$ cat config.mk
export PLATFORM = sky130hd
export DESIGN_NAME = uart_tx_sched
export DESIGN_NICKNAME = d
export VERILOG_FILES = /design/src/rtl/uart_pkg.sv /design/src/rtl/rr_arb_pick.sv /design/src/rtl/uart_tx_sched.sv
export SDC_FILE = /design/constraint.sdc
export NUM_CORES = 1
export LEC_CHECK = 0
export BUFFER_PORTS_ARGS = -buffer_cell sky130_fd_sc_hd__buf_2
export CAP_MARGIN = 10
export CORE_MARGIN = 4
export CORE_UTILIZATION = 45
export DETAILED_ROUTE_END_ITERATION = 16
export MAX_ROUTING_LAYER = met4
export PLACE_DENSITY = 0.76
export SLEW_MARGIN = 10
export SYNTH_ARGS = -nofsm -noshare
export SYNTH_HDL_FRONTEND = slang
export SYNTH_HIERARCHICAL = 1
export SYNTH_SLANG_ARGS = --single-unit
$ cat constraint.sdc
create_clock -name clk -period 2.78 [get_ports clk]
set_clock_uncertainty 0.2 [all_clocks]
set_input_delay 0.695 -clock clk [delete_from_list [all_inputs] [get_ports clk]]
set_output_delay 0.695 -clock clk [all_outputs]
set_load 0.02 [all_outputs]
$ cat src/rtl/uart_pkg.sv
// Shared UART definitions: byte width, default baud divisor and the scheduler
// state encoding used by uart_tx_sched.
package uart_pkg;

    localparam int UART_BYTE_W   = 8;
    localparam int UART_BAUD_DIV = 2604;

    typedef enum logic [2:0] {
        IDLE = 3'd0,
        SEND = 3'd1,
        ARM  = 3'd2,
        WAIT = 3'd3,
        GAP  = 3'd4
    } sched_state_e;

endpackage

$ cat src/rtl/rr_arb_pick.sv
// Combinational rotate-priority picker: first set request scanning from rr_ptr
// upward with wrap at N; one-hot grant plus valid.
module rr_arb_pick #(
    parameter int N     = 4,
    parameter int PTR_W = $clog2(N)
) (
    input  logic [N-1:0]     req,
    input  logic [PTR_W-1:0] rr_ptr,
    output logic [N-1:0]     gnt,
    output logic             vld
);

    logic [PTR_W:0] pos;

    // One extra bit on pos so the explicit wrap also works when N is not a power of 2.
    always_comb begin
        gnt = '0;
        vld = 1'b0;
        pos = '0;
        for (int i = 0; i < N; i++) begin
            pos = {1'b0, rr_ptr} + (PTR_W+1)'(i);
            if (pos >= (PTR_W+1)'(N)) begin
                pos = pos - (PTR_W+1)'(N);
            end
            if (!vld && req[pos[PTR_W-1:0]]) begin
                gnt[pos[PTR_W-1:0]] = 1'b1;
                vld                 = 1'b1;
            end
        end
    end

endmodule

$ cat src/rtl/uart_tx_sched.sv
// Packet-locked round-robin scheduler sharing one 8N1 UART transmitter between
// NUM_REQ byte streams. Define UART_TX_SCHED_GAP_EN to add an idle GAP after each packet.
module uart_tx_sched
    import uart_pkg::*;
#(
    parameter int NUM_REQ    = 4,
    parameter int MAX_PKT    = 16,
    parameter int GAP_CYCLES = UART_BAUD_DIV
) (
    input  logic                           clk,
    input  logic                           rst,
    input  logic [NUM_REQ-1:0]             req,
    input  logic [UART_BYTE_W*NUM_REQ-1:0] req_data,
    input  logic [NUM_REQ-1:0]             req_last,
    output logic [NUM_REQ-1:0]             req_ack,
    output logic [NUM_REQ-1:0]             grant,
    output logic                           busy,
    output logic                           trmt,
    output logic [UART_BYTE_W-1:0]         tx_data,
    input  logic                           tx_done
);

    localparam int PTR_W = $clog2(NUM_REQ);

    if (NUM_REQ < 2 || NUM_REQ > 8 || MAX_PKT < 1 || MAX_PKT > 255 ||
        GAP_CYCLES < 1 || GAP_CYCLES > 65535) begin : g_bad_cfg
        $error("uart_tx_sched: parameter out of range");
    end

    sched_state_e             state_q, state_d;
    logic [PTR_W-1:0]         rr_ptr_q, rr_ptr_d;
    logic [PTR_W-1:0]         owner_q, owner_d;
    logic [7:0]               byte_cnt_q, byte_cnt_d;
    logic                     last_q, last_d;
    logic [NUM_REQ-1:0]       grant_q, grant_d;
    logic [NUM_REQ-1:0]       req_ack_q, req_ack_d;
    logic                     trmt_q, trmt_d;
    logic                     busy_q, busy_d;
    logic [UART_BYTE_W-1:0]   tx_data_q, tx_data_d;
`ifdef UART_TX_SCHED_GAP_EN
    logic [15:0]              gap_cnt_q, gap_cnt_d;
`endif

    logic [NUM_REQ-1:0]       pick_gnt;
    logic                     pick_vld;
    logic [PTR_W-1:0]         pick_idx;
    logic [PTR_W-1:0]         owner_nxt;
    logic [UART_BYTE_W-1:0]   sel_byte;
    logic                     end_pkt;

    rr_arb_pick #(
        .N     (NUM_REQ),
        .PTR_W (PTR_W)
    ) u_pick (
        .req    (req),
        .rr_ptr (rr_ptr_q),
        .gnt    (pick_gnt),
        .vld    (pick_vld)
    );

    always_comb begin
        pick_idx = '0;
        sel_byte = '0;
        for (int i = 0; i < NUM_REQ; i++) begin
            if (pick_gnt[i]) begin
                pick_idx = PTR_W'(i);
            end
            if (owner_q == PTR_W'(i)) begin
                sel_byte = req_data[UART_BYTE_W*i +: UART_BYTE_W];
            end
        end
    end

    assign owner_nxt = (owner_q == PTR_W'(NUM_REQ-1)) ? '0 : owner_q + 1'b1;
    assign end_pkt   = last_q || (byte_cnt_q == 8'(MAX_PKT));

    always_comb begin
        state_d    = state_q;
        rr_ptr_d   = rr_ptr_q;
        owner_d    = owner_q;
        byte_cnt_d = byte_cnt_q;
        last_d     = last_q;
        grant_d    = grant_q;
        req_ack_d  = '0;
        trmt_d     = 1'b0;
        tx_data_d  = tx_data_q;
`ifdef UART_TX_SCHED_GAP_EN
        gap_cnt_d  = gap_cnt_q;
`endif
        case (state_q)
            IDLE: begin
                if (pick_vld) begin
                    grant_d = pick_gnt;
                    owner_d = pick_idx;
                    state_d = SEND;
                end
            end
            SEND: begin
                // A stalled owner keeps the grant indefinitely.
                if (req[owner_q]) begin
                    trmt_d     = 1'b1;
                    req_ack_d  = grant_q;
                    tx_data_d  = sel_byte;
                    last_d     = req_last[owner_q];
                    byte_cnt_d = byte_cnt_q + 8'd1;
                    state_d    = ARM;
                end
            end
            // tx_done is still high from the previous frame during this cycle.
            ARM: state_d = WAIT;
            WAIT: begin
                if (tx_done) begin
                    if (end_pkt) begin
                        rr_ptr_d   = owner_nxt;
                        grant_d    = '0;
                        byte_cnt_d = '0;
`ifdef UART_TX_SCHED_GAP_EN
                        gap_cnt_d  = '0;
                        state_d    = GAP;
`else
                        state_d    = IDLE;
`endif
                    end else begin
                        state_d = SEND;
                    end
                end
            end
`ifdef UART_TX_SCHED_GAP_EN
            GAP: begin
                if (gap_cnt_q == 16'(GAP_CYCLES-1)) begin
                    state_d = IDLE;
                end else begin
                    gap_cnt_d = gap_cnt_q + 16'd1;
                end
            end
`endif
            default: state_d = IDLE;
        endcase
        busy_d = (state_d != IDLE);
    end

    always_ff @(posedge clk) begin
        if (rst) begin
            state_q    <= IDLE;
            rr_ptr_q   <= '0;
            owner_q    <= '0;
            byte_cnt_q <= '0;
            last_q     <= 1'b0;
            grant_q    <= '0;
            req_ack_q  <= '0;
            trmt_q     <= 1'b0;
            busy_q     <= 1'b0;
            tx_data_q  <= '0;
`ifdef UART_TX_SCHED_GAP_EN
            gap_cnt_q  <= '0;
`endif
        end else begin
            state_q    <= state_d;
            rr_ptr_q   <= rr_ptr_d;
            owner_q    <= owner_d;
            byte_cnt_q <= byte_cnt_d;
            last_q     <= last_d;
            grant_q    <= grant_d;
            req_ack_q  <= req_ack_d;
            trmt_q     <= trmt_d;
            busy_q     <= busy_d;
            tx_data_q  <= tx_data_d;
`ifdef UART_TX_SCHED_GAP_EN
            gap_cnt_q  <= gap_cnt_d;
`endif
        end
    end

    assign grant   = grant_q;
    assign req_ack = req_ack_q;
    assign trmt    = trmt_q;
    assign busy    = busy_q;
    assign tx_data = tx_data_q;

endmodule

# == Yosys cells after proc, flatten, opt, wreduce, memory -nomap -nowiden ==
# Index checks and enable logic that the tools add are counted.
# word_totals
output_inout_bits,18
regBits,34
in_bits,43
# classes
add_sub_neg,9
order_cmp,13
bitwise,5
reduce_logical,23
muxes,54
eq_ne,11
# ops
op,n
8-bit 2-to-1 mux,7
4-bit 2-to-1 mux,7
1-bit 2-to-1 mux,17
8-bit case mux with 2 select lines,1
"2-bit by 3-bit < comparator with 1-bit output, second input constant",5
2-bit 2-to-1 mux,7
1-bit binary-select mux with 2-bit select,6
4-bit OR,3
3-bit case mux with 4 select lines,1
"3-bit >= comparator, second input constant",3
3-bit 2-to-1 mux,3
"8-bit by 1-bit adder with 8-bit output, second input constant",1
1-bit demux with 2-bit select,4
"8-bit by 5-bit equality test with 1-bit output, second input constant",1
"2-bit by 1-bit >= comparator with 1-bit output, second input constant",4
"2-bit inequality test, second input constant",4
4-bit case mux with 2 select lines,1
4-bit AND reduction,2
"2-bit by 1-bit subtractor with 2-bit output, second input constant",4
1-bit logical AND,7
"2-bit by 2-bit adder with 3-bit output, second input constant",2
"3-bit by 2-bit equality test with 1-bit output, second input constant",2
"2-bit equality test, second input constant",2
2-bit AND reduction,2
15 further kinds,19

# == Logic depth before layout (Yosys ltp) ==
# Gate-level depths: netlist (run 1).
# logic_depth
depth_word,17
ltp_mapped,11
depth_no_buf,9

# == By module ==
# Netlist (run 1), hierarchy kept.
# modules_own_cells
mod,area_per_inst_um2,cells_each,n_inst
uart_tx_sched,1762.9,216,1
rr_arb_pick,508.0,62,1

# == Least setup slack after synthesis (run 1) ==
# OpenSTA, ideal clock, no wires.
# synth_timing
kind,input to register
startpoint,input port req[2]
endpoint,register owner_q[0]
n_path_buf,1
path_stages,8
setup_time_ns,0.086
arrival_time_ns,2.198
setup_slack_ns,0.296
required_ns,2.494
path_cell_list,buf_2 or3b_1 a2111oi_2 or3_4 o2bb2ai_1 nor2b_1 nor3_1 a211oi_1
# synth_via
elab_chain_cells,15
# synth_lines
item,line_no,source
"start, declared",uart_tx_sched.sv:12,"input logic [NUM_REQ-1:0] req,"
1-bit binary-select mux with 2-bit select,rr_arb_pick.sv:25,if (!vld && req[pos[PTR_W-1:0]]) begin
1-bit 2-to-1 mux (implied by the code),rr_arb_pick.sv:25,
1-bit 2-to-1 mux,rr_arb_pick.sv:25,
1-bit zero test,rr_arb_pick.sv:25,
1-bit logical AND,rr_arb_pick.sv:25,
1-bit 2-to-1 mux,rr_arb_pick.sv:25,
1-bit zero test,rr_arb_pick.sv:25,
1-bit logical AND,rr_arb_pick.sv:25,
1-bit 2-to-1 mux,rr_arb_pick.sv:25,
1-bit zero test,rr_arb_pick.sv:25,
1-bit logical AND,rr_arb_pick.sv:25,
4-bit 2-to-1 mux (*),rr_arb_pick.sv:25,
via pick_gnt[1],uart_tx_sched.sv:44,logic [NUM_REQ-1:0] pick_gnt;
1-bit 2-to-1 mux (*),uart_tx_sched.sv:65,if (pick_gnt[i]) begin
2-bit 2-to-1 mux (*) (2 in a row),uart_tx_sched.sv:65,
"end signal, assigned",uart_tx_sched.sv:160,owner_q <= owner_d;
"end, declared",uart_tx_sched.sv:32,"logic [PTR_W-1:0] owner_q, owner_d;"
# Mark *: on every way through the listed nets, which the timed path passes. The rest lies on a longest branch. The select of a mux whose other input is x is not followed.
# A chain may end at the register's enable or synchronous reset.

# == Worst setup path after layout (run 1) ==
# layout_timing
startpoint,register rr_ptr_q[0]
endpoint,register owner_q[0]
# layout_via
elab_chain_cells,17
# layout_lines
item,line_no,source
"start, declared",uart_tx_sched.sv:31,"logic [PTR_W-1:0] rr_ptr_q, rr_ptr_d;"
"start signal, assigned",uart_tx_sched.sv:159,rr_ptr_q <= rr_ptr_d;
"parallel branches: the longest is 13 deep, another holds 2-bit by 1-bit adder with 3-bit output",--,
4-bit 2-to-1 mux (*),rr_arb_pick.sv:25,
via pick_gnt[1],uart_tx_sched.sv:44,
1-bit 2-to-1 mux (*),uart_tx_sched.sv:65,
2-bit 2-to-1 mux (*) (2 in a row),uart_tx_sched.sv:65,
# Mark *: on every way through the listed nets, which the timed path passes. The select of a mux whose other input is x is not followed.

==> flow_metrics.env, run 1 <==
export IMPL_fin_util_pct=55.77
export IMPL_final_cell_mix="buf_2, dfxtp_1, a21oi_1, nand2_1, nor2_1"
export IMPL_startpoint_type="register"
export IMPL_min_from="last_q$_SDFFE_PP0P_"
export IMPL_drt_iter0_markers=165
export IMPL_grt_pass1_wl_um=8914
export IMPL_num_antenna_cells=0
export IMPL_viasPerCell=5.547
export IMPL_ir_worst_vdd_mv=0.3166
export IMPL_grt_max_degree=25
export IMPL_cp_common_cell="a211oi_1"
export IMPL_port_buffers=60
export IMPL_ys_ff_latch=34
export IMPL_dp_slack_ps=167.0
export IMPL_synth_top_area_cell="dfxtp_1"
export IMPL_synthesis_area_mm2=0.002271
export IMPL_hold_path_class="register to register"
export IMPL_syn_num_nets=333
export IMPL_syn_to_final_growth_pct=18.29
export IMPL_cts_resized=0
export IMPL_grt_overflow=0
export IMPL_crit_slowest_cell="ha_1"
export IMPL_dpl_instance_area_mm2=0.002576
export IMPL_cts_tree="yes"
export IMPL_worst_hold_path_num_cells=2
export IMPL_worstSetupEndpointType="register"
export IMPL_grt_setup_unrepaired="no"
export IMPL_core_area_mm2=0.004817
export IMPL_post_cts_setup_buffers=0
export IMPL_initial_core_util_pct=47.14
export IMPL_grt_pass1_vias=2030
export IMPL_yosys_area_top_type_share_pct=29.97
export IMPL_fin_ws_ps=336.1
export IMPL_async_flop_share_pct=0
export IMPL_r2r_start="rr_ptr_q[0]$_SDFFE_PP0P_"
export IMPL_chipHeight_um=79.04
export IMPL_hold_viol_final=0
export IMPL_fmax_mhz=409.2
export IMPL_multi_input_area_mm2=0.001418
export IMPL_insertion_delay_ps=280
export IMPL_hold_path_endpoint="last_q$_SDFFE_PP0P_"
export IMPL_p_leak_nw=1.077
export IMPL_layout_nets=384
export IMPL_final_cell_area_mm2=0.002686
export IMPL_synth_ff_type="dfxtp_1"
export IMPL_place_gp_congestion=0.8563
export IMPL_crit_chain="inv_1 -> ha_1 -> mux2i_1 -> buf_4 -> o22ai_1 -> a211oi_1 -> o2bb2ai_1 -> nor2b_1 -> nor3_1 -> a211oi_1"
export IMPL_cellPowerDensity_mw_per_mm2=421.5
export IMPL_critPathRequiredTime_ps=2740
export IMPL_layout_drive_gt1_share_pct=26.97
export IMPL_synth_edf_count=0
export IMPL_synthDistinctLibCells=53
export IMPL_wl_per_cell_um=13.30
export IMPL_setup_viol=0
export IMPL_final_antenna_net_count=0
export IMPL_status="finished clean"
export IMPL_layout_commonest_cell="buf_2"
export IMPL_regArea_um2=680.7
export IMPL_dpl_hpwl_um=3909
export IMPL_finalSetupTns_ps=0
export IMPL_vias=2202
export IMPL_slowest_delay_ps=430
export IMPL_io_pins=61
export IMPL_cts_htree_levels=2
export IMPL_drv_slew=0
export IMPL_drt_pass1_iter_count=4
export IMPL_rr_worst_depth=10
export IMPL_drv_cap=0
export IMPL_syn_area_per_cell_um2=8.169
export IMPL_clock_path_buffers=2
export IMPL_fp_row_count=25
export IMPL_ys_warn_count=6
export IMPL_nFillCells=474
export IMPL_routed_wl_um=5279
export IMPL_ys_top_cells_by_area="dfxtp_1, a21oi_1, ha_1, nand2_1, a221oi_1"
export IMPL_syn_instance_count=278
export IMPL_antenna_found_initial=0
export IMPL_worst_pin_slew_ps=823.7
export IMPL_r2r_slack_ps=340
export IMPL_ctsHoldBuffers=0
export IMPL_seq_area_frac_synth_pct=29.97
export IMPL_worstPathArrival_ps=2400
export IMPL_post_route_min_period_ps=2444
export IMPL_cts_made_buffers=5
export IMPL_slew_headroom_pct=45.09
export IMPL_dieArea_mm2=0.006247
export IMPL_crit_type="register to register"
export IMPL_die_x_um=79.04
export IMPL_clock_sinks=34
export IMPL_critPathMaxFanout=6
export IMPL_drc_errors=0
export IMPL_r2r_end="owner_q[0]$_SDFFE_PP0P_"
export IMPL_period_share_pct=87.91
export IMPL_grt_usage_pct=18.00
export IMPL_root_buffer="clkbuf_8"
export IMPL_clk_pin_slew_ps=70
## cells by family (layout without fill, tap and decap cells)
logic type	Yosys count	after routing	synth area share, %
multiplexers	13	13	7.107
other	1	1	0.1651
flip-flops	34	34	29.97
buffers and inverters	36	88	7.603
adder cells (fa/ha/maj)	12	12	6.611
AO/OA/AOI/OAI	88	88	25.73
AND/OR/NAND/NOR	94	94	22.81
## per-layer routing
layer	vias to the layer above	GRT usage (%)	part of all wire [%]
met5	-	-	0
met4	0	5.842	1.1
met3	5	3.855	7.3
met2	80	28.62	46
met1	1000	22.86	46
li1	1117	-	-
## critical path, delay by kind of cell, from the launching register on
kind            cells  cell delay (ps)
compound gates      4              530
fa+ha+maj           1              430
buf+inv             2              250
flops               1              330
mux                 1              270
simple gates        2              290
## cells in the mapped netlist (all sizes together), types with 2 or more instances
| library cell | number |
|---|---|
| or4 | 3 |
| a21oi | 32 |
| o31ai | 2 |
| a2111oi | 2 |
| nor2 | 16 |
| or3 | 5 |
| nor3 | 14 |
| a22oi | 2 |
| clkbuf | 10 |
| o211ai | 6 |
| ha | 12 |
| o21ai | 14 |
| nand2b | 5 |
| a22o | 2 |
| nand2 | 24 |
| o22ai | 6 |
| mux4 | 2 |
| mux2i | 6 |
| inv | 15 |
| a211oi | 5 |
| nand3 | 5 |
| mux2 | 5 |
| buf | 11 |
| nor2b | 2 |
| a221oi | 9 |
| dfxtp | 34 |
| and2 | 5 |
| nor4b | 2 |
| or3b | 2 |
| o2bb2ai | 4 |
## how the worst max path moves through the flow
stage | slack, ps | to | start
finish | 340 | owner_q[0]$_SDFFE_PP0P_ | rr_ptr_q[0]$_SDFFE_PP0P_
global route | 140 | owner_q[0]$_SDFFE_PP0P_ | rr_ptr_q[0]$_SDFFE_PP0P_
floorplan | 300 | owner_q[0]$_SDFFE_PP0P_ | req[2]
global placement | 220 | owner_q[0]$_SDFFE_PP0P_ | req[2]
detailed placement | 170 | owner_q[0]$_SDFFE_PP0P_ | req[3]
CTS | 330 | owner_q[0]$_SDFFE_PP0P_ | rr_ptr_q[0]$_SDFFE_PP0P_
## power breakdown
group	internal (W)	total, W	leakage, nW	switching [W]
Sequential	0.000500	0.000516	0.276	0.0000159
Clock	0.000250	0.000423	0.0575	0.000173
Combinational	0.0000845	0.000193	0.744	0.000109
## layout make-up
class	count	share of cell area [%]
tap	67	3.121
timing repair buffer	65	12.58
clock buffer	8	4.099
multi-input combinational	208	52.77
sequential	34	25.34
inverter	15	2.096
## flip-flops by register name, summed over array words and instances, names as in the netlist
name,count
req_ack,4
byte_cnt_q,8
owner_q,2
tx_data,8
rr_ptr_q,2
last_q,1
trmt,1
grant,4
state_q,3
busy,1
## metrics by stage
stage	hold slack, ps	std cells	power, W
2_1_floorplan	236.1	278	0.0006510
3_3_place_gp	259.5	389	0.0007148
3_5_place_dp	270.9	389	0.0007179
4_1_cts	279.8	397	0.001145
5_1_grt	303.4	397	0.001196
6_report	278.9	397	0.001132
No activity file was read; power rests on OpenSTA's default activity.
==> inputs of run 2 (changes only) <==
==> constraint.sdc (replaced) <==
create_clock -name clk -period 2.93 [get_ports clk]
set_clock_uncertainty 0.2 [all_clocks]
set_input_delay 0.7325 -clock clk [delete_from_list [all_inputs] [get_ports clk]]
set_output_delay 0.7325 -clock clk [all_outputs]
set_load 0.02 [all_outputs]
==> run 2 against run 1 <==
Sequential power decreased by 5.0%. Power decreased by 8.6%. Worst hold slack improved by 0.57 ps. Via count decreased by 0.54%. Cell count decreased by 0.25%. Routed wire length increased by 3.2%. Final area decreased by 0.98%. Critical path type unchanged.
==> flow_metrics.env, run 2 (same netlist as run 1, synthesis figures left out) <==
export IMPL_status="finished clean"
export IMPL_holdWs_ps=279.5
export IMPL_drt_pass1_iter_count=4
export IMPL_p_switching_w=0.0002925
export IMPL_fmax_mhz=378.0
export IMPL_root_buffer="clkbuf_8"
export IMPL_viasPerCell=5.530
export IMPL_grt_util_met1_pct=22.65
export IMPL_layout_nets=383
export IMPL_drc_errors=0
export IMPL_layout_commonest_cell="buf_2"
export IMPL_crit_type="register to register"
export IMPL_placed_cells=388
export IMPL_worst_pin_slew_ps=802.1
export IMPL_critPathBufInv=1
export IMPL_cts_htree_levels=2
export IMPL_core_area_mm2=0.004817
export IMPL_r2r_start="rr_ptr_q[0]$_SDFFE_PP0P_"
export IMPL_hold_path_class="register to register"
export IMPL_ctsHoldBuffers=0
export IMPL_hold_viol_final=0
export IMPL_grt_setup_unrepaired="no"
export IMPL_dpl_hpwl_um=3995
export IMPL_critPathRequiredTime_ps=2930
export IMPL_cp_common_cell="a211oi_1"
export IMPL_clock_sinks=34
export IMPL_clock_path_buffers=2
export IMPL_startpoint_type="register"
export IMPL_grt_overflow=0
export IMPL_io_pins=61
export IMPL_fp_row_count=25
export IMPL_switching_share_pct=28.27
export IMPL_p_leak_nw=1.062
export IMPL_slew_headroom_pct=45.78
export IMPL_num_antenna_cells=0
export IMPL_finalPower_w=0.001035
export IMPL_clk_pin_slew_ps=70
export IMPL_pwr_share_clk_pct=35.1
export IMPL_drt_iter0_markers=143
export IMPL_die_x_um=79.04
export IMPL_layout_cells_non_filler=396
export IMPL_dieArea_mm2=0.006247
export IMPL_grt_pass1_vias=1968
export IMPL_initial_core_util_pct=47.14
export IMPL_path_delay_family="multiplexers"
export IMPL_worstSetupEndpointType="register"
export IMPL_grt_max_degree=25
export IMPL_min_from="last_q$_SDFFE_PP0P_"
export IMPL_p_comb_share_pct=17.5
export IMPL_wl_per_cell_um=13.76
export IMPL_routed_wl_um=5447
export IMPL_startpoint="rr_ptr_q[0]$_SDFFE_PP0P_"
export IMPL_period_share_pct=90.29
export IMPL_grt_pass1_wl_um=8921
export IMPL_crit_chain="inv_1 -> ha_1 -> mux2i_1 -> mux2_2 -> a211oi_1 -> o2bb2ai_1 -> nor2b_1 -> nor3_1 -> a211oi_1"
export IMPL_cts_made_buffers=5
export IMPL_ir_worst_vdd_mv=0.2488
export IMPL_final_cell_mix="buf_2, dfxtp_1, a21oi_1, nand2_1, nor2_1"
export IMPL_cts_tree="yes"
export IMPL_critPathMaxFanout=6
export IMPL_cts_resized=0
export IMPL_grt_usage_pct=18.24
export IMPL_setup_viol=0
export IMPL_crit_slowest_cell="mux2i_1"
export IMPL_grtUsageMet2_pct=29.63
export IMPL_chipHeight_um=79.04
export IMPL_layout_drive_gt1_share_pct=26.44
export IMPL_vias=2190
export IMPL_slowest_delay_ps=460
export IMPL_cellPowerDensity_mw_per_mm2=388.9
export IMPL_place_gp_congestion=0.8705
export IMPL_antenna_found_initial=0
export IMPL_grtUsageMet3_pct=5.442
export IMPL_p_int_w=0.0007421
export IMPL_final_antenna_net_count=0
export IMPL_worstPathArrival_ps=2650
export IMPL_port_buffers=60
export IMPL_insertion_delay_ps=290
export IMPL_drv_cap=0
export IMPL_drv_slew=0
export IMPL_syn_to_final_growth_pct=17.13
export IMPL_finalSetupTns_ps=0
export IMPL_post_route_min_period_ps=2645
export IMPL_p_seq_share_pct=47.3
export IMPL_busiest_layer="met2"
export IMPL_post_cts_setup_buffers=0
run 2: through the flow:
stage / util, % / setup slack, ps / cell area, um2
2_1_floorplan: - / 409.0 / 2271
3_3_place_gp: 53.32 / 325.6 / 2569
3_5_place_dp: 53.32 / 238.4 / 2569
4_1_cts: 55.22 / 329.1 / 2660
5_1_grt: 55.22 / 166.2 / 2660
6_report: 55.22 / 284.6 / 2660
run 2: worst paths after layout:
kind	end	slack, ps	cells after the start
worst min-delay path	last_q$_SDFFE_PP0P_	280	2
worst max-delay path	owner_q[0]$_SDFFE_PP0P_	280	9
worst max register to register	owner_q[0]$_SDFFE_PP0P_	280	9
worst min register to register	last_q$_SDFFE_PP0P_	280	2
run 2: power groups by stage:
stage                     Clock [W]  Combinational, W  Sequential (W)
after floorplan                   0          0.000114        0.000504
after global placement            0          0.000177        0.000500
after detailed placement          0          0.000180        0.000500
after CTS                  0.000369          0.000181        0.000490
after global routing       0.000391          0.000201        0.000492
final                      0.000364          0.000181        0.000490
run 2: area by class of cell:
cell class                      instances  area [um2]
Tap cell                               67       83.83
Clock buffer                            7       86.33
Inverter                               15       56.30
Sequential cell                        34       680.7
Timing Repair Buffer                   64       330.3
Fill cell                             477        2157
Clock inverter                          1       5.005
Multi-Input combinational cell        208        1418
run 2: worst min-delay path: stages, from the launching register on:
cell and delay [ps]:
dfxtp_1 320, nand2_1 60, a21oi_1 50
run 2: per-layer routing:
| layer | wire, um | vias to the layer above |
|---|---|---|
| li1 | - | 1116 |
| met1 | 2521 | 1008 |
| met2 | 2551 | 63 |
| met3 | 339 | 3 |
| met4 | 35 | 0 |
| met5 | 0 | - |
